## src/rtl/vga_timing_pipe.sv

```systemverilog
// Parametrised VGA timing generator with a pixel-clock divider and a colour/sync
// alignment pipeline, so rgb, hsync and vsync reach the pins on the same pixel tick.
module vga_timing_pipe #(
    parameter int CLK_DIV     = 4,
    parameter int H_ACTIVE    = 640,
    parameter int H_FP        = 16,
    parameter int H_SYNC      = 96,
    parameter int H_BP        = 48,
    parameter int V_ACTIVE    = 480,
    parameter int V_FP        = 10,
    parameter int V_SYNC      = 2,
    parameter int V_BP        = 33,
    parameter bit HSYNC_POL   = 1'b0,
    parameter bit VSYNC_POL   = 1'b0,
    parameter int COLOR_BITS  = 4,
    parameter int PIPE_STAGES = 2,
    parameter int CW          = 10
) (
    input  logic                    clk_100MHz,
    input  logic                    reset,
    input  logic [3*COLOR_BITS-1:0] rgb_in,
    output logic                    p_tick,
    output logic [CW-1:0]           x,
    output logic [CW-1:0]           y,
    output logic                    video_on,
    output logic                    line_start,
    output logic                    frame_start,
    output logic                    hsync,
    output logic                    vsync,
    output logic [3*COLOR_BITS-1:0] rgb
);

    localparam int H_TOTAL = H_ACTIVE + H_FP + H_SYNC + H_BP;
    localparam int V_TOTAL = V_ACTIVE + V_FP + V_SYNC + V_BP;
    localparam int DW      = (CLK_DIV > 1) ? $clog2(CLK_DIV) : 1;
    localparam int CB      = 3 * COLOR_BITS;

    localparam logic [DW-1:0] DIV_LAST = DW'(CLK_DIV - 1);
    localparam logic [CW-1:0] H_LAST   = CW'(H_TOTAL - 1);
    localparam logic [CW-1:0] V_LAST   = CW'(V_TOTAL - 1);
    localparam logic [CW-1:0] H_ACT    = CW'(H_ACTIVE);
    localparam logic [CW-1:0] V_ACT    = CW'(V_ACTIVE);
    localparam logic [CW-1:0] HS_START = CW'(H_ACTIVE + H_FP);
    localparam logic [CW-1:0] HS_END   = CW'(H_ACTIVE + H_FP + H_SYNC);
    localparam logic [CW-1:0] VS_START = CW'(V_ACTIVE + V_FP);
    localparam logic [CW-1:0] VS_END   = CW'(V_ACTIVE + V_FP + V_SYNC);
    // {video_on, hsync, vsync} as seen outside the visible area
    localparam logic [2:0]    CTL_IDLE = {1'b0, ~HSYNC_POL, ~VSYNC_POL};

    logic [DW-1:0] div_cnt_q, div_cnt_d;
    logic [CW-1:0] h_cnt_q, h_cnt_d;
    logic [CW-1:0] v_cnt_q, v_cnt_d;
    logic          p_tick_s, line_start_s, video_on_s, hs_raw_s, vs_raw_s;
    logic [2:0]    ctl_raw_s, ctl_dly_s;
    logic [CB-1:0] rgb_q, rgb_d;
    logic          hsync_q, hsync_d, vsync_q, vsync_d;

    // Divider and counter next-state
    always_comb begin
        div_cnt_d = div_cnt_q;
        h_cnt_d   = h_cnt_q;
        v_cnt_d   = v_cnt_q;
        if (div_cnt_q == DIV_LAST) begin
            div_cnt_d = '0;
        end else begin
            div_cnt_d = div_cnt_q + 1'b1;
        end
        if (p_tick_s) begin
            if (h_cnt_q == H_LAST) begin
                h_cnt_d = '0;
                if (v_cnt_q == V_LAST) begin
                    v_cnt_d = '0;
                end else begin
                    v_cnt_d = v_cnt_q + 1'b1;
                end
            end else begin
                h_cnt_d = h_cnt_q + 1'b1;
            end
        end else begin
            h_cnt_d = h_cnt_q;
            v_cnt_d = v_cnt_q;
        end
    end

    // Divider and coordinate counter state
    always_ff @(posedge clk_100MHz) begin
        if (!reset) begin
            div_cnt_q <= '0;
            h_cnt_q   <= '0;
            v_cnt_q   <= '0;
        end else begin
            div_cnt_q <= div_cnt_d;
            h_cnt_q   <= h_cnt_d;
            v_cnt_q   <= v_cnt_d;
        end
    end

    assign p_tick_s     = reset & (div_cnt_q == DIV_LAST);
    assign line_start_s = p_tick_s & (h_cnt_q == H_LAST);
    assign video_on_s   = (h_cnt_q < H_ACT) && (v_cnt_q < V_ACT);
    assign hs_raw_s     = ((h_cnt_q >= HS_START) && (h_cnt_q < HS_END)) ? HSYNC_POL : ~HSYNC_POL;
    assign vs_raw_s     = ((v_cnt_q >= VS_START) && (v_cnt_q < VS_END)) ? VSYNC_POL : ~VSYNC_POL;
    assign ctl_raw_s    = {video_on_s, hs_raw_s, vs_raw_s};

    generate
        if (PIPE_STAGES == 0) begin : g_no_pipe
            assign ctl_dly_s = ctl_raw_s;
        end else begin : g_pipe
            logic [2:0] pipe_q [PIPE_STAGES];

            // Delay line matching the pixel generator latency
            always_ff @(posedge clk_100MHz) begin
                if (!reset) begin
                    for (int i = 0; i < PIPE_STAGES; i++) begin
                        pipe_q[i] <= CTL_IDLE;
                    end
                end else if (p_tick_s) begin
                    pipe_q[0] <= ctl_raw_s;
                    for (int i = 1; i < PIPE_STAGES; i++) begin
                        pipe_q[i] <= pipe_q[i-1];
                    end
                end
            end

            assign ctl_dly_s = pipe_q[PIPE_STAGES-1];
        end
    endgenerate

    // Pin register next-state: colour blanked outside the delayed active area
    always_comb begin
        rgb_d   = rgb_q;
        hsync_d = hsync_q;
        vsync_d = vsync_q;
        if (p_tick_s) begin
            rgb_d   = ctl_dly_s[2] ? rgb_in : '0;
            hsync_d = ctl_dly_s[1];
            vsync_d = ctl_dly_s[0];
        end else begin
            rgb_d   = rgb_q;
            hsync_d = hsync_q;
            vsync_d = vsync_q;
        end
    end

    // Pin register state
    always_ff @(posedge clk_100MHz) begin
        if (!reset) begin
            rgb_q   <= '0;
            hsync_q <= ~HSYNC_POL;
            vsync_q <= ~VSYNC_POL;
        end else begin
            rgb_q   <= rgb_d;
            hsync_q <= hsync_d;
            vsync_q <= vsync_d;
        end
    end

    assign p_tick      = p_tick_s;
    assign x           = h_cnt_q;
    assign y           = v_cnt_q;
    assign video_on    = video_on_s;
    assign line_start  = line_start_s;
    assign frame_start = line_start_s & (v_cnt_q == V_LAST);
    assign hsync       = hsync_q;
    assign vsync       = vsync_q;
    assign rgb         = rgb_q;

endmodule
```

## config.mk

```make
export PLATFORM = sky130hd
export DESIGN_NAME = vga_timing_pipe
export DESIGN_NICKNAME = d
export VERILOG_FILES = /design/src/rtl/vga_timing_pipe.sv
export SDC_FILE = /design/constraint.sdc
export NUM_CORES = 1
export LEC_CHECK = 0
export BUFFER_PORTS_ARGS = -buffer_cell sky130_fd_sc_hd__buf_2
export CAP_MARGIN = 5
export CORE_UTILIZATION = 30
export CTS_CLUSTER_SIZE = 20
export DETAILED_ROUTE_END_ITERATION = 10
export PLACE_DENSITY_LB_ADDON = 0.12
export SYNTH_ARGS = -nofsm -noshare
export SYNTH_HDL_FRONTEND = slang
export SYNTH_SLANG_ARGS = --single-unit
```

## constraint.sdc

```tcl
create_clock -name clk_100MHz -period 4.36 [get_ports clk_100MHz]
set_input_delay 0.654 -clock clk_100MHz [delete_from_list [all_inputs] [get_ports clk_100MHz]]
set_output_delay 0.654 -clock clk_100MHz [all_outputs]
set_load 0.01 [all_outputs]
```

==> metrics.md <==
| Metric | Value |
|---|---|
| Status | finished clean |
| Cell area after technology mapping | 0.00194 sq mm |
| Number of sinks driven by the clock tree | 42 |
| Critical Path Sink Type | primary output |
| Number of antenna violations at the first check in global routing | 0 |
| Maximum number of pins on one net before global-route repair | 27 |
| Mapped Avg Cell Area | 9.22 sq um |
| Synthesis-to-finish area growth | 20.0% |
| Vias in the first global route | 1381 |
| Routed via count divided by cell count | 4.78 |
| Net switching power of the design | 158 uW |
| Number of placed I/O pins | 52 |
| Peak fanout along the critical path | 26 |
| Top achievable clock speed | 370 MHz |
| Share of cells above drive strength 1 | 0.276 |
| Synthesized flop and latch total | 42 |
| Slowest stage cell, crit path | sky130_fd_sc_hd__and4_2 |
| Power density over cell area | 293 mW/mm^2 |
| Crit path setup slack, layout | 1.66 ns |
| Internal cell power | 522 uW |
| Clock tree from TritonCTS | built |
| Clk pwr share | 0.361 |
| Vertical extent of the die | 82.4 microns |
| Total negative setup slack | 0 ns |
| Number of DRC markers in iteration 0 | 88 |
| Final setup violation count | 0 |
| Final global-route overflow total | 0 |
| Wire length of the first global-routing pass | 7030 microns |
| Area of the multi-input gates | 953 sq um |
| Post-synth top area share | 0.372 |
| Leakage dissipation | 0.951 nW |
| Final core occ | 0.383 |
| Effective utilization at floorplan | 0.320 |
| Startpoint type of the worst setup path | flop |
| Clock edge transition at the registers on the reported setup and hold paths | 0.08 ns |
| Skew final | 0.00677 ns |
| Num CTS Buffers | 5 |
| Number of different library cells in the post-synthesis netlist | 41 |
| Net total in the final layout | 279 |
| Post-layout min period | 2.70 ns |
| Family with the most delay on the worst path | simple AND/OR/NAND/NOR gates |
| Worst VDD drop | 0.104 mV |
| Total GRT Usage | 0.137 |
| Worst slack, placed | 1.82 ns |
| Buffer cell driving the clock tree root | sky130_fd_sc_hd__clkbuf_8 |
| Total area of sequential cells | 901 sq um |
| Synthesized net count | 229 |
| Switching portion of total power | 0.233 |
| Cells after Synth | 210 |
| Maximum cell stage delay along the critical path | 0.36 ns |
| Final worst-path cycle share | 0.620 |
| Fraction of the yosys area taken by sequential cells | 0.465 |
| Number of buffers inserted by hold repair at cts | 0 |
| Crit-path cells | ha_1 > buf_4 > and4_2 > nand3_4 > nor4_1 > buf_2 |
| Number of pins with negative max-slew slack in the final report | 0 |
| DP HPWL | 3060 microns |
| Data arrival time of the critical path | 2.05 ns |
| Endpoint required time on the critical path | 3.71 ns |
| Crit Path Class | flop to primary output |
| Clock Latency Late Sink | 0.29 ns |
| Gate power share | 0.051 |
| Post-detailed-route count of antenna-violating nets | 0 |
| Core Footprint | 0.00606 sq mm |
| Unrepaired setup endpoints after global routing | no |
| Critical path buffer and inverter count | 2 |
| Final routed DRC violation total | 0 |
| Die area | 0.00678 sq mm |
| Final hold violations | 0 |
| Yosys warning count | 0 |
| Via count | 1606 |
| Number of gates resized after CTS | 0 |
| Tightest Pin Transition | 0.864 ns |
| Count of standard-cell rows | 28 |
| Drt pass-1 iters | 4 |
| Count of flip-flops with a built-in enable after synthesis | 6 |
| Input/output buffers | 51 |
| Routability congestion estimate from global placement | 0.805 |
| Wire per inst | 13.0 microns |
| Fraction of registers with async set/reset | 0 |
| Width of the die | 82.4 microns |
| Number of fill cells in the layout | 654 |
| Clock Tree Buf Depth | 2 |
| Total routed wirelength | 4360 microns |
| Synth Flop Type | sky130_fd_sc_hd__dfxtp_1 |
| Worst min-delay path category | flop to flop |
| Sequential share of power | 0.588 |
| Post CTS Setup Buffer Count | 0 |
| Leading post-synthesis cells by cell area | sky130_fd_sc_hd__dfxtp_1 (37%), sky130_fd_sc_hd__edfxtp_1 (9.3%), sky130_fd_sc_hd__nor2_1 (5.6%) |
| Max-cap check violation count | 0 |
| Leading area contributor after synthesis | sky130_fd_sc_hd__dfxtp_1 |
| Relative slew margins | 0.419 |
| Number of antenna repair diodes | 0 |
| Depth of the CTS H-tree | 2 |
cell usage in the layout (no fill, tap or decap), drive strengths merged, types with 3 or more instances in the layout:
cell and instances:
nand2 14, o31ai 3, clkinv 3, edfxtp 6, nor4 4, ha 5, nor2 29, and3 4
xnor2 9, nor2b 12, nor3 5, clkbuf 6, or3 4, buf 52, or4 4, xor2 3
dfxtp 36, o21ai 5, nand3 8, inv 7, nand4 6, a21oi 19
final cells by class:
type / count / share of cell area
multi-input combinational: 151 / 0.410
clock inverter: 2 / 0.00431
tap: 75 / 0.0404
clock buffer: 6 / 0.0312
inverter: 8 / 0.0129
sequential: 42 / 0.388
timing repair buffer: 52 / 0.113
layer usage:
metal	wire length, microns	up-vias	part of all wire	global-route usage
met3	297	5	0.068	0.0385
met2	1780	53	0.41	0.193
met4	51	0	0.012	0.0456
li1	-	832	-	-
met5	0	-	0	0
met1	2230	716	0.51	0.199
registers in the layout (all words and copies together), names as in the netlist:
register,flops
div_cnt_q,2
g_pipe.pipe_q,6
hsync,1
rgb,12
vsync,1
x,10
y,10
through the flow:
stage | hold WS, ns | cells | power (mW) | cell area [sq um]
6_report | 0.424 | 336 | 0.680 | 2320
3_5_place_dp | 0.418 | 328 | 0.445 | 2240
4_1_cts | 0.430 | 336 | 0.692 | 2320
2_1_floorplan | 0.399 | 210 | 0.431 | 1940
3_3_place_gp | 0.407 | 328 | 0.445 | 2240
5_1_grt | 0.456 | 336 | 0.711 | 2320
power by group through the flow:
| stage | sequential [mW] | combinational (mW) | clock [mW] |
|---|---|---|---|
| after floorplan | 0.410 | 0.0211 | 0 |
| after global routing | 0.400 | 0.0400 | 0.270 |
| after detailed placement | 0.409 | 0.0359 | 0 |
| final | 0.400 | 0.0348 | 0.245 |
| after CTS | 0.400 | 0.0361 | 0.256 |
| after global placement | 0.409 | 0.0362 | 0 |
cells in the mapped netlist, types with 2 or more instances:
library cell	count
sky130_fd_sc_hd__nand4_1	6
sky130_fd_sc_hd__inv_1	7
sky130_fd_sc_hd__nor2_1	29
sky130_fd_sc_hd__a21oi_1	18
sky130_fd_sc_hd__xor2_1	3
sky130_fd_sc_hd__or4_1	3
sky130_fd_sc_hd__ha_1	5
sky130_fd_sc_hd__or3_1	2
sky130_fd_sc_hd__or3_2	2
sky130_fd_sc_hd__o31ai_1	3
sky130_fd_sc_hd__nand3_1	7
sky130_fd_sc_hd__dfxtp_1	36
sky130_fd_sc_hd__o21ai_0	5
sky130_fd_sc_hd__edfxtp_1	6
sky130_fd_sc_hd__nor4_1	4
sky130_fd_sc_hd__and3_1	3
sky130_fd_sc_hd__nand2_1	14
sky130_fd_sc_hd__nor2b_1	12
sky130_fd_sc_hd__and4_2	2
sky130_fd_sc_hd__buf_2	3
sky130_fd_sc_hd__nand2b_1	2
sky130_fd_sc_hd__mux2i_1	2
sky130_fd_sc_hd__clkbuf_1	4
sky130_fd_sc_hd__nor3_1	5
sky130_fd_sc_hd__xnor2_1	9
sky130_fd_sc_hd__or2_2	2
sky130_fd_sc_hd__buf_6	2
cell families (layout without fill, tap and decap cells):
logic type	Yosys count	count (layout)	synth area share
xor+xnor	12	12	0.0543
fa+ha+maj	5	5	0.0323
mux	2	2	0.0103
compound gates	29	29	0.0930
flops	42	42	0.465
simple gates	103	103	0.302
buf+inv	17	68	0.0426
path summary, 6_finish.rpt:
path                                   start           end  slack [ns]  depth (start not counted)
worst max-delay path            div_cnt_q[0]   frame_start        1.66                          6
worst min-delay path            div_cnt_q[0]  div_cnt_q[0]        0.42                          1
worst max register to register  div_cnt_q[0]          y[2]        2.22                          6
worst min register to register  div_cnt_q[0]  div_cnt_q[0]        0.42                          1
worst reg2reg max path: cells and delay by family, from the launching register on:
family / cells / cell delay (ns)
simple gates: 3 / 0.63
compound gates: 1 / 0.63
flops: 1 / 0.34
buf+inv: 1 / 0.27
fa+ha+maj: 1 / 0.14
(Power assumes the default switching activity.)
